File: config.mk
export PLATFORM = sky130hd
export DESIGN_NAME = fetch_unit
export DESIGN_NICKNAME = d
export VERILOG_FILES = /design/src/rtl/fetch_unit_pkg.sv /design/src/rtl/fetch_unit_queue.sv /design/src/rtl/fetch_unit.sv
export SDC_FILE = /design/constraint.sdc
export NUM_CORES = 1
export LEC_CHECK = 0
export BUFFER_PORTS_ARGS = -buffer_cell sky130_fd_sc_hd__buf_2
export CAP_MARGIN = 10
export CORE_ASPECT_RATIO = 1.4
export CORE_MARGIN = 10
export CORE_UTILIZATION = 40
export CTS_BUF_LIST = sky130_fd_sc_hd__clkbuf_16
export DETAILED_ROUTE_END_ITERATION = 10
export GPL_ROUTABILITY_DRIVEN = 1
export PLACE_DENSITY = 0.58
export SYNTH_ARGS = -nofsm -noshare
export SYNTH_HDL_FRONTEND = slang
export SYNTH_HIERARCHICAL = 1
export SYNTH_SLANG_ARGS = --single-unit
File: constraint.sdc
create_clock -name clk -period 3.66 [get_ports clk]
set_clock_uncertainty 0.1 [all_clocks]
set_input_delay 0.732 -clock clk [delete_from_list [all_inputs] [get_ports clk]]
set_output_delay 0.732 -clock clk [all_outputs]
set_load 0.02 [all_outputs]
File: src/rtl/fetch_unit_pkg.sv
// Shared fetch-stage types: machine word, fetch FSM encoding and
// the instruction queue entry.
package fetch_unit_pkg;

    typedef logic [15:0] lc3b_word;

    typedef logic [1:0] fetch_state_t;

    localparam fetch_state_t FETCH_IDLE    = 2'd0;
    localparam fetch_state_t FETCH_REQ     = 2'd1;
    localparam fetch_state_t FETCH_DISCARD = 2'd2;

    typedef struct packed {
        lc3b_word instr;
        lc3b_word pc;
    } fetch_entry_t;

endpackage

File: src/rtl/fetch_unit_queue.sv
// Circular instruction queue between I-cache returns and issue.
// Flush empties it in one cycle; pointers wrap modulo DEPTH.
module fetch_queue
    import fetch_unit_pkg::*;
#(
    parameter int DEPTH = 4
)(
    input  logic                     clk,
    input  logic                     rst,
    input  logic                     i_enq,
    input  fetch_entry_t             i_enq_data,
    input  logic                     i_deq,
    input  logic                     i_flush,
    output fetch_entry_t             o_head,
    output logic                     o_full,
    output logic                     o_empty,
    output logic [$clog2(DEPTH):0]   o_count
);

    localparam int PW = $clog2(DEPTH);
    localparam int CW = PW + 1;

    fetch_entry_t  r_mem [DEPTH];
    logic [PW-1:0] r_head;
    logic [PW-1:0] r_tail;
    logic [CW-1:0] r_count;
    logic          w_do_enq;
    logic          w_do_deq;

    assign o_full   = (r_count == CW'(DEPTH));
    assign o_empty  = (r_count == '0);
    assign o_count  = r_count;
    assign o_head   = r_mem[r_head];
    assign w_do_enq = i_enq & ~o_full & ~i_flush;
    assign w_do_deq = i_deq & ~o_empty & ~i_flush;

    // Entry storage; contents are don't-care while not counted.
    always_ff @(posedge clk) begin
        if (w_do_enq) begin
            r_mem[r_tail] <= i_enq_data;
        end
    end

    // Pointer and occupancy tracking; flush and reset both empty the queue.
    always_ff @(posedge clk) begin
        if (rst || i_flush) begin
            r_head  <= '0;
            r_tail  <= '0;
            r_count <= '0;
        end else begin
            if (w_do_enq) begin
                r_tail <= r_tail + PW'(1);
            end
            if (w_do_deq) begin
                r_head <= r_head + PW'(1);
            end
            case ({w_do_enq, w_do_deq})
                2'b10:   r_count <= r_count + CW'(1);
                2'b01:   r_count <= r_count - CW'(1);
                default: r_count <= r_count;
            endcase
        end
    end

endmodule

File: src/rtl/fetch_unit.sv
// Instruction fetch stage: PC register, I-cache request FSM and
// redirect handling, feeding a small queue read by issue.
module fetch_unit
    import fetch_unit_pkg::*;
#(
    parameter int       QDEPTH   = 4,
    parameter lc3b_word RESET_PC = 16'h0
)(
    input  logic        clk,
    input  logic        rst,
    input  logic        stall,
    input  logic        pcmux_sel,
    input  logic [15:0] br_pc,
    input  logic        rob_flush,
    input  logic [15:0] rob_flush_pc,
    output logic        icache_read,
    output logic [15:0] icache_address,
    input  logic        icache_resp,
    input  logic [15:0] icache_rdata,
    output logic [15:0] instr,
    output logic        instr_is_new,
    output logic [15:0] curr_pc
);

    localparam int CW = $clog2(QDEPTH) + 1;

    fetch_state_t  r_state;
    fetch_state_t  w_state_nx;
    lc3b_word      r_fetch_pc;
    lc3b_word      w_fetch_pc_nx;
    lc3b_word      r_stale_addr;
    lc3b_word      w_pc_inc;
    lc3b_word      w_target;
    logic          w_redirect;
    logic          w_enq;
    logic          w_deq;
    logic          w_full;
    logic          w_empty;
    logic [CW-1:0] w_count;
    logic [CW-1:0] w_count_after;
    fetch_entry_t  w_head;
    fetch_entry_t  w_enq_data;

    assign w_redirect    = rob_flush | pcmux_sel;
    assign w_target      = rob_flush ? rob_flush_pc : br_pc;
    assign w_pc_inc      = r_fetch_pc + 16'd2;
    assign w_deq         = ~w_empty & ~stall & ~w_redirect;
    assign w_count_after = w_count + CW'(1) - CW'(w_deq);
    assign w_enq_data    = '{instr: icache_rdata, pc: w_pc_inc};

    fetch_queue #(
        .DEPTH      (QDEPTH)
    ) u_queue (
        .clk        (clk),
        .rst        (rst),
        .i_enq      (w_enq & ~w_full),
        .i_enq_data (w_enq_data),
        .i_deq      (w_deq),
        .i_flush    (w_redirect),
        .o_head     (w_head),
        .o_full     (w_full),
        .o_empty    (w_empty),
        .o_count    (w_count)
    );

    // Next fetch state and PC; a redirect overrides any normal progress.
    always_comb begin
        w_state_nx    = r_state;
        w_fetch_pc_nx = r_fetch_pc;
        w_enq         = 1'b0;
        if (w_redirect) begin
            w_fetch_pc_nx = w_target;
            case (r_state)
                FETCH_REQ:     w_state_nx = icache_resp ? FETCH_REQ
                                                        : FETCH_DISCARD;
                FETCH_DISCARD: w_state_nx = icache_resp ? FETCH_REQ
                                                        : FETCH_DISCARD;
                default:       w_state_nx = FETCH_REQ;
            endcase
        end else begin
            case (r_state)
                FETCH_IDLE: begin
                    if (w_count < CW'(QDEPTH)) begin
                        w_state_nx = FETCH_REQ;
                    end
                end
                FETCH_REQ: begin
                    if (icache_resp) begin
                        w_enq         = 1'b1;
                        w_fetch_pc_nx = w_pc_inc;
                        w_state_nx    = (w_count_after < CW'(QDEPTH))
                                        ? FETCH_REQ : FETCH_IDLE;
                    end
                end
                FETCH_DISCARD: begin
                    if (icache_resp) begin
                        w_state_nx = FETCH_REQ;
                    end
                end
                default: w_state_nx = FETCH_IDLE;
            endcase
        end
    end

    // State, PC and the address of a request whose data will be dropped.
    always_ff @(posedge clk) begin
        if (rst) begin
            r_state      <= FETCH_IDLE;
            r_fetch_pc   <= RESET_PC;
            r_stale_addr <= '0;
        end else begin
            r_state    <= w_state_nx;
            r_fetch_pc <= w_fetch_pc_nx;
            if (r_state == FETCH_REQ && w_state_nx == FETCH_DISCARD) begin
                r_stale_addr <= r_fetch_pc;
            end
        end
    end

    assign icache_read    = (r_state == FETCH_REQ) |
                            (r_state == FETCH_DISCARD);
    assign icache_address = (r_state == FETCH_DISCARD) ? r_stale_addr
                                                       : r_fetch_pc;
    assign instr_is_new   = ~w_empty;
    assign instr          = w_empty ? 16'h0 : w_head.instr;
    assign curr_pc        = w_empty ? 16'h0 : w_head.pc;

endmodule

==> impl_metrics.py, run 1 <==
metrics = {
    "timing": {
        "finalMaxSlewViolations": 0,
        "tightest_slew_ns": 0.822,
        "fin_crit_ns": 3.05,
        "hold_slack_ns": 0.376,
        "rsz0062_at_grt": "false",
        "finalHoldViolations": 0,
        "period_share_pct": 83.3,
        "slew_headroom_pct": 45.2,
        "fmax_mhz": 328,
        "tns_ns": 0,
        "setup_viol": 0,
        "setup_ws_ns": 0.613,
    },
    "layout": {
        "nets": 701,
        "seq_area_mm2": 0.00471,
        "drive_gt1_share_pct": 32.8,
        "mostFrequentLayoutCells": "128 x edfxtp_1, 103 x buf_2, 42 x dfxtp_1, 34 x nand2b_1",
        "fin_cells": 893,
        "layout_commonest_cell": "edfxtp_1",
        "areaGrowthSynthToFinish_pct": 18.3,
        "final_util_pct": 48.4,
        "final.fill_count": 1650,
        "insertedDiodeCount": 0,
        "multi_input_area_mm2": 0.00274,
    },
    "global_route": {
        "track_usage_pct": 13.6,
        "grt_start_max_net_pins": 56,
        "grt_pass1_vias": 4938,
        "grt-ovfl-total": 0,
        "antenna_found_initial": 0,
        "grt_pass1_wl_um": 26500,
    },
    "power_and_ir_drop": {
        "power_density_mw_per_mm2": 461,
        "p_seq_share_pct": 51.2,
        "leakagePower_nw": 3.20,
        "vdd_drop_max_mv": 0.271,
        "p_int_mw": 3.27,
        "clockPowerShare_pct": 43.3,
        "switching_share_pct": 21.5,
        "p_sw_uw": 894,
        "combPwrFrac_pct": 5.5,
    },
    "clock_network": {
        "cts_buffers": 17,
        "htree_num_levels": 4,
        "clockBufferDepth": 2,
        "insertion_delay_ns": 0.42,
        "cts.clk_slew.worst_paths_ns": 0.06,
        "post-cts-setup-buffer-count": 0,
        "postCtsResizedCells": 0,
        "hold_buffers": 0,
        "cts_tree": "yes",
        "clock_tree.root_cell": "clkbuf_16",
        "clock_sinks": 171,
    },
    "placed_design": {
        "gp_congestion": 0.771,
        "dp.cells": 861,
        "hpwl_um": 11200,
        "pre_cts_ws_ns": 0.234,
        "port_buffers": 103,
    },
    "yosys": {
        "syn-instance-count": 533,
        "synth-edff-count": 128,
        "syn_nets": 598,
        "syn_area_per_cell_um2": 14.3,
        "synth.distinct_cells": 56,
        "async_reset_ff_share_pct": 0,
        "ys.flop_type": "edfxtp_1",
        "synth.yosys.warnings": 6,
        "ys_seq_area_share_pct": 61.6,
        "ys_ff_latch": 171,
        "syn-cell-area_mm2": 0.00764,
    },
    "floorplanning": {
        "rows": 59,
        "start_util_pct": 40.9,
        "placeableCoreArea_mm2": 0.0187,
        "io_pins": 104,
        "fp.dieW_um": 137,
        "fp.dieArea_mm2": 0.0251,
        "die_height_um": 184,
    },
    "routing": {
        "wire_per_inst_um": 18.6,
        "ant_nets": 0,
        "dr.pass1.iters": 5,
        "vias": 4594,
        "viasPerCell": 5.14,
        "drt-total-wl_um": 16600,
        "drt_iter0_markers": 266,
        "drc": 0,
    },
    "critical_path": {
        "reg2regPathDepth": 12,
        "crit_path_max_fanout": 9,
        "cp_data_required_time_ns": 3.92,
        "reg2reg_to": "u_queue/o_count[2]",
        "critPathLaunch": "u_queue/o_count[2]",
        "crit_type": "flip-flop to flip-flop",
        "r2r_slack_ns": 0.61,
        "critPathLaunchType": "flip-flop",
        "worstSetupEndpoint": "u_queue/o_count[2]",
        "rr_startpoint": "u_queue/o_count[2]",
        "cp.arrival_ns": 3.30,
        "cp-end-kind": "flip-flop",
    },
    "hold_path": {
        "hp-class": "flip-flop to flip-flop",
    },
    "run": {
        "maxCapViolations": 0,
    },
    "run_status": {
        "status": "completed",
    },
}
==> state kept, by name, indices dropped and copies added (netlist names), named ones only <==
| signal | cells |
|---|---|
| r_stale_addr | 16 |
| u_queue/o_count | 3 |
| r_state | 2 |
| u_queue/r_mem | 128 |
| r_fetch_pc | 16 |
| u_queue/r_tail | 2 |
| u_queue/r_head | 2 |
==> synthesized netlist by cell type (12+ instances only) <==
| master | count | area [um^2] |
|---|---|---|
| dfxtp_1 | 43 | 861 |
| edfxtp_1 | 128 | 3840 |
| nor2_1 | 27 | 101 |
| clkbuf_1 | 20 | 75.1 |
| mux2_2 | 16 | 180 |
| mux4_2 | 32 | 721 |
| xor2_1 | 12 | 105 |
| nand2b_1 | 34 | 213 |
| nor2b_1 | 32 | 200 |
| nand2_1 | 21 | 78.8 |
| inv_1 | 15 | 56.3 |
| mux2i_1 | 24 | 240 |
==> worst max-delay path, stage by stage, from the launching register on <==
cell	delay (ns)
dfxtp_1	0.48
or3b_1	0.53
inv_1	0.10
nor3_1	0.05
nor2b_1	0.15
and2_4	0.18
inv_1	0.05
ha_1	0.18
inv_1	0.07
fa_1	0.38
xor2_1	0.16
or3_2	0.40
a21oi_1	0.14
==> cell families (layout without fill, tap and decap cells) <==
kind of cell	after synthesis	after routing	synth area share, %
DFF	171	171	61.6
and+or+nand+nor	167	167	12.5
muxes	72	72	14.9
buffers and inverters	48	164	2.67
AOI/OAI and AO/OA	42	42	3.90
xor gates and xnor gates	22	22	2.52
adders and majority gates	11	11	1.90
==> metrics by stage <==
step           power (mW)  area, um^2
2_1_floorplan        2.31        7640
3_3_place_gp         2.40        8440
3_5_place_dp         2.41        8440
4_1_cts              4.21        9030
5_1_grt              4.32        9030
6_report             4.17        9030
==> power by group through the flow <==
stage          sequential [mW]  clock [mW]  combinational (mW)
2_1_floorplan             2.16           0               0.153
3_3_place_gp              2.18           0               0.223
3_5_place_dp              2.18           0               0.229
4_1_cts                   2.13        1.85               0.230
5_1_grt                   2.14        1.94               0.253
6_report                  2.13        1.80               0.228
==> final cells by class <==
type | instances | area share [%]
clock buffer | 17 | 4.71
multi-input combinational | 314 | 30.3
clock inverter | 15 | 1.91
timing repair buffer | 117 | 7.01
inverter | 15 | 0.623
tap | 244 | 3.38
sequential | 171 | 52.1
==> how the worst min path moves through the flow <==
stage	to	startpoint	cells after the start	slack (ns)
final	r_stale_addr[4]	r_stale_addr[4]	2	0.38
after floorplan	r_stale_addr[0]	r_stale_addr[0]	2	0.35
after global placement	r_stale_addr[0]	r_stale_addr[0]	2	0.35
after CTS	r_stale_addr[10]	r_stale_addr[10]	2	0.38
after global routing	r_stale_addr[1]	r_stale_addr[1]	2	0.39
after detailed placement	r_stale_addr[10]	r_stale_addr[10]	2	0.36
==> per-layer routing <==
layer	track usage (%)	wire length (um)	vias to the layer above
met5	0	0	-
met4	4.56	136	0
met3	3.99	1030	13
met2	23.0	8460	121
met1	16.1	6940	2265
li1	-	-	2195
Note: power is estimated with default switching activity, not from simulation.
==> run 2: changes to the inputs <==
- PLACE_DENSITY: 0.58 -> 0.6
- clock period: 3.66 -> 2.53 ns (I/O delays scaled with it)
==> run 2 against run 1 <==
Global-route usage is 0.079 points higher; largest power group unchanged; sequential power is 45% higher; combinational power is 54% higher; die area stayed put; non-clock buffer count is 18 higher; worst hold slack worse by 0.17 ns; sequential cell count stayed put; highest routed layer unchanged; largest cell class unchanged; cell area is 4.7% higher; critical endpoint is now curr_pc[9]; register-to-register slack worse by 0.55 ns; sequential share of layout area is 2.3 points lower; cell count is 1.8% higher.
==> impl_metrics.py, run 2 (same netlist as run 1, synthesis figures left out) <==
metrics = {
    "floorplanning": {
        "start_util_pct": 40.9,
        "fp.dieW_um": 137,
        "placeableCoreArea_mm2": 0.0187,
        "die_height_um": 184,
        "io_pins": 104,
        "fp.dieArea_mm2": 0.0251,
        "rows": 59,
    },
    "timing": {
        "fmax_mhz": 403,
        "rsz0062_at_grt": "true",
        "tightest_slew_ns": 0.801,
        "finalMaxSlewViolations": 0,
        "period_share_pct": 98.1,
        "setup_viol": 0,
        "hold_slack_ns": 0.203,
        "fin_crit_ns": 2.48,
        "finalHoldViolations": 0,
        "slew_headroom_pct": 46.6,
    },
    "global_route": {
        "grt_start_max_net_pins": 56,
        "grt_pass1_wl_um": 26800,
        "grt_pass1_vias": 5089,
        "track_usage_pct": 13.7,
        "grt-ovfl-total": 0,
        "antenna_found_initial": 0,
    },
    "routing": {
        "drc": 0,
        "ant_nets": 0,
        "drt-total-wl_um": 17100,
        "dr.pass1.iters": 6,
        "viasPerCell": 5.17,
        "vias": 4704,
        "wire_per_inst_um": 18.8,
        "drt_iter0_markers": 211,
    },
    "layout": {
        "layout_commonest_cell": "edfxtp_1",
        "largest_registers": "u_queue/r_mem x128, r_fetch_pc x16, r_stale_addr x16",
        "top_register": "u_queue/r_mem",
        "final_cell_area_mm2": 0.00946,
        "areaGrowthSynthToFinish_pct": 23.9,
        "final.fill_count": 1636,
        "mostFrequentLayoutCells": "128 x edfxtp_1, 88 x buf_2, 38 x dfxtp_1, 34 x nand2b_1, 32 x mux4_2",
        "drive_gt1_share_pct": 37.3,
        "nets": 719,
        "insertedDiodeCount": 0,
        "largest_reg_flops": 128,
    },
    "critical_path": {
        "crit_type": "flip-flop to output pin",
        "crit_path_max_fanout": 8,
        "cp.arrival_ns": 1.88,
        "cp-end-kind": "output pin",
        "critPathLaunchType": "flip-flop",
        "cp_data_required_time_ns": 1.92,
    },
    "placed_design": {
        "hpwl_um": 11300,
        "port_buffers": 103,
        "dpl_cell_area_mm2": 0.00866,
        "gp_congestion": 0.776,
    },
    "clock_network": {
        "hold_buffers": 0,
        "htree_num_levels": 4,
        "clockBufferDepth": 2,
        "insertion_delay_ns": 0.41,
        "cts.clk_slew.worst_paths_ns": 0.06,
        "cts_tree": "yes",
        "clock_sinks": 171,
        "cts_buffers": 17,
        "clock_tree.root_cell": "clkbuf_16",
    },
    "power_and_ir_drop": {
        "leakagePower_nw": 3.38,
        "power_density_mw_per_mm2": 636,
        "vdd_drop_max_mv": 0.411,
    },
    "run": {
        "maxCapViolations": 0,
    },
    "run_status": {
        "status": "completed",
    },
    "hold_path": {
        "hp-class": "primary input to flip-flop",
    },
}
-- run 2: cell count changes in the layout (fill, tap and decap cells not counted), sizes merged --
cell	change
buf	+17
bufinv	+1
clkbuf	+1
clkinvlp	-2
inv	-1
-- run 2: timing repair --
action | 4_1_cts | 5_1_grt
resized for setup | 8 | 40
setup buffers | 1 | 0
endpoints found under the setup margin | 22 | 41
pin swaps | 2 | 2
gates cloned | 2 | 1
-- run 2: critical path: stages (launching register included) --
cell     delay, ns
dfxtp_4       0.44
buf_12        0.16
mux4_2        0.51
nor2b_1       0.17
buf_4         0.18
-- run 2: path summary, 6_finish.rpt --
kind	end	startpoint	slack, ns	cells after the start
max	curr_pc[9]	flip-flop	0.05	4
min	u_queue/r_mem[0][28]	icache_rdata[12]	0.20	1
max reg2reg	u_queue/o_count[2]	u_queue/o_count[2]	0.06	12
min reg2reg	r_stale_addr[10]	r_stale_addr[10]	0.37	2
-- run 2: metal layers --
metal / up-vias / global-route usage [%] / wire (um)
li1: 2231 / - / -
met1: 2336 / 15.7 / 6950
met2: 119 / 23.8 / 8880
met3: 18 / 4.16 / 1050
met4: 0 / 4.14 / 208
met5: - / 0 / 0
-- run 2: power breakdown --
group	total [mW]	switching, mW	internal (mW)
Clock	2.59	0.972	1.61
Combinational	0.350	0.199	0.151
Sequential	3.08	0.0406	3.04
Total	6.02	1.21	4.81
-- run 2: metrics by stage --
step / power (mW) / TNS (ns) / util [%] / std cells / setup slack [ns]
5_1_grt: 6.24 / -0.188 / 50.7 / 909 / -0.0272
6_report: 6.02 / 0 / 50.7 / 909 / 0.0481
3_5_place_dp: 3.50 / -0.202 / 46.4 / 876 / -0.183
3_3_place_gp: 3.48 / -0.0666 / 46.4 / 876 / -0.0666
4_1_cts: 6.08 / -0.556 / 50.1 / 909 / -0.0502
2_1_floorplan: 3.35 / -0.110 / - / 533 / -0.110
-- run 2: layout make-up --
| class | count | area, um^2 | share of cell area [%] |
|---|---|---|---|
| Multi-Input combinational cell | 314 | 2820 | 29.8 |
| Tap cell | 244 | 305 | 3.23 |
| Clock buffer | 17 | 425 | 4.50 |
| Inverter | 15 | 58.8 | 0.622 |
| Timing Repair Buffer | 135 | 972 | 10.3 |
| Clock inverter | 13 | 161 | 1.71 |
| Sequential cell | 171 | 4720 | 49.8 |
==> run 3: changes to the inputs <==
- CELL_PAD_IN_SITES_DETAIL_PLACEMENT: unset -> 2
- CELL_PAD_IN_SITES_GLOBAL_PLACEMENT: unset -> 2
- CORE_UTILIZATION: 40 -> 36
- PLACE_DENSITY: 0.6 -> 0.74
==> run 3 against run 2 <==
Cell area down 0.28%; clock power down 2%; power down 0.42%; critical endpoint is now curr_pc[15]; clock-buffer cell count unchanged; highest routed layer unchanged; wire length up 20%; non-clock buffer count up 4.
==> impl_metrics.py, run 3 (same netlist as run 1, synthesis figures left out) <==
metrics = {
    "run_status": {
        "status": "completed",
    },
    "power_and_ir_drop": {
        "combPwrFrac_pct": 6.3,
        "power_density_mw_per_mm2": 635,
        "switching_share_pct": 22.5,
        "clockPowerShare_pct": 42.4,
        "p_sw_mw": 1.35,
        "leakagePower_nw": 3.33,
        "vdd_drop_max_mv": 0.445,
        "p_seq_share_pct": 51.3,
        "power_mw": 6.00,
        "p_int_mw": 4.65,
    },
    "layout": {
        "drive_gt1_share_pct": 37.2,
        "largest_reg_flops": 128,
        "layout_commonest_cell": "edfxtp_1",
        "nets": 723,
        "areaGrowthSynthToFinish_pct": 23.5,
        "insertedDiodeCount": 0,
        "final_util_pct": 44.8,
        "largest_registers": "u_queue/r_mem x128, r_fetch_pc x16, r_stale_addr x16",
        "mostFrequentLayoutCells": "128 x edfxtp_1, 84 x buf_2, 41 x buf_4, 39 x dfxtp_1, 34 x nand2b_1",
        "final_cell_area_mm2": 0.00944,
        "top_register": "u_queue/r_mem",
        "final.fill_count": 2087,
    },
    "routing": {
        "dr.pass1.iters": 5,
        "drt-total-wl_um": 20600,
        "drt_iter0_markers": 255,
        "viasPerCell": 5.24,
        "wl_met2_um": 11500,
        "vias": 4867,
        "wire_per_inst_um": 22.2,
        "drc": 0,
        "dr_wl_met3_um": 819,
        "top_layer": "met4",
        "ant_nets": 0,
        "met1_length_um": 8120,
    },
    "floorplanning": {
        "io_pins": 104,
        "placeableCoreArea_mm2": 0.0210,
        "start_util_pct": 36.3,
        "die_height_um": 192,
        "fp.dieW_um": 143,
        "fp.dieArea_mm2": 0.0275,
        "rows": 63,
    },
    "timing": {
        "rsz0062_at_grt": "true",
        "finalHoldViolations": 0,
        "period_share_pct": 98.8,
        "hold_slack_ns": 0.195,
        "slew_headroom_pct": 58.2,
        "setup_viol": 0,
        "tns_ns": 0,
        "fin_crit_ns": 2.50,
        "fmax_mhz": 400,
        "finalMaxSlewViolations": 0,
        "tightest_slew_ns": 0.627,
    },
    "critical_path": {
        "cp-end-kind": "output pin",
        "cp.arrival_ns": 1.89,
        "cp_data_required_time_ns": 1.92,
        "crit_path_max_fanout": 8,
        "slowest_delay_ns": 0.49,
        "path_cells": "clkbuf_16, mux4_2, and2b_2, buf_6",
        "crit_type": "flip-flop to output pin",
        "cpMaxStageDelayCell": "mux4_2",
        "critPathLaunchType": "flip-flop",
    },
    "global_route": {
        "grt_start_max_net_pins": 40,
        "track_usage_pct": 15.3,
        "grt_pass1_vias": 5713,
        "antenna_found_initial": 0,
        "grt-ovfl-total": 0,
        "grt_pass1_wl_um": 32200,
    },
    "placed_design": {
        "hpwl_um": 14200,
        "gp_congestion": 0.740,
        "port_buffers": 103,
        "dpl_cell_area_mm2": 0.00872,
    },
    "clock_network": {
        "cts_buffers": 17,
        "post-cts-setup-buffer-count": 0,
        "cts.clk_slew.worst_paths_ns": 0.06,
        "htree_num_levels": 4,
        "hold_buffers": 0,
        "insertion_delay_ns": 0.43,
        "clockBufferDepth": 2,
        "cts_tree": "yes",
        "clock_sinks": 171,
        "clock_tree.root_cell": "clkbuf_16",
    },
    "run": {
        "maxCapViolations": 0,
    },
    "hold_path": {
        "hp-class": "primary input to flip-flop",
    },
}
## run 3: worst max-delay path, delay by kind of cell, from the launching register on
family / cells / cell delay, ns
muxes: 1 / 0.49
and+or+nand+nor: 1 / 0.22
buffers and inverters: 2 / 0.33
DFF: 1 / 0.42
## run 3: timing repair
item	CTS	global route
cloned	1	1
setup endpoints to repair	33	42
pin swaps	2	1
resized for setup	20	15
## run 3: final timing paths
check,from,endpoint,slack [ns],cells past startpoint
worst min register to register,r_stale_addr[10],r_stale_addr[10],0.38,2
worst max-delay path,flip-flop,curr_pc[15],0.03,4
worst min-delay path,icache_rdata[14],u_queue/r_mem[1][30],0.20,1
worst max register to register,u_queue/o_count[1],u_queue/o_count[2],0.04,12
## run 3: layout make-up
cell class | count | area, um^2 | area share, %
clock buffers | 17 | 425 | 4.51
clock inverters | 13 | 146 | 1.55
inverters | 15 | 58.8 | 0.623
multi-input cells | 314 | 2790 | 29.5
flip-flops and latches | 171 | 4720 | 50.0
well taps | 260 | 325 | 3.45
repair buffers | 139 | 977 | 10.4
## run 3: layer usage
| metal | vias to the layer above | GRT usage, % |
|---|---|---|
| met5 | - | 0 |
| met4 | 0 | 4.14 |
| met3 | 19 | 3.96 |
| met2 | 101 | 29.0 |
| met1 | 2509 | 16.2 |
| li1 | 2238 | - |
## run 3: metrics by stage
step / cells / setup WS, ns
floorplan: 533 / -0.110
global placement: 897 / -0.0742
detailed placement: 897 / -0.265
CTS: 928 / -0.0494
global route: 929 / -0.0500
finish: 929 / 0.0302
## run 3: power groups by stage
stage,logic (mW),clock network [mW],registers [mW]
2_1_floorplan,0.225,0,3.12
3_3_place_gp,0.360,0,3.14
3_5_place_dp,0.380,0,3.14
4_1_cts,0.384,2.60,3.08
5_1_grt,0.419,2.72,3.08
6_report,0.378,2.54,3.08
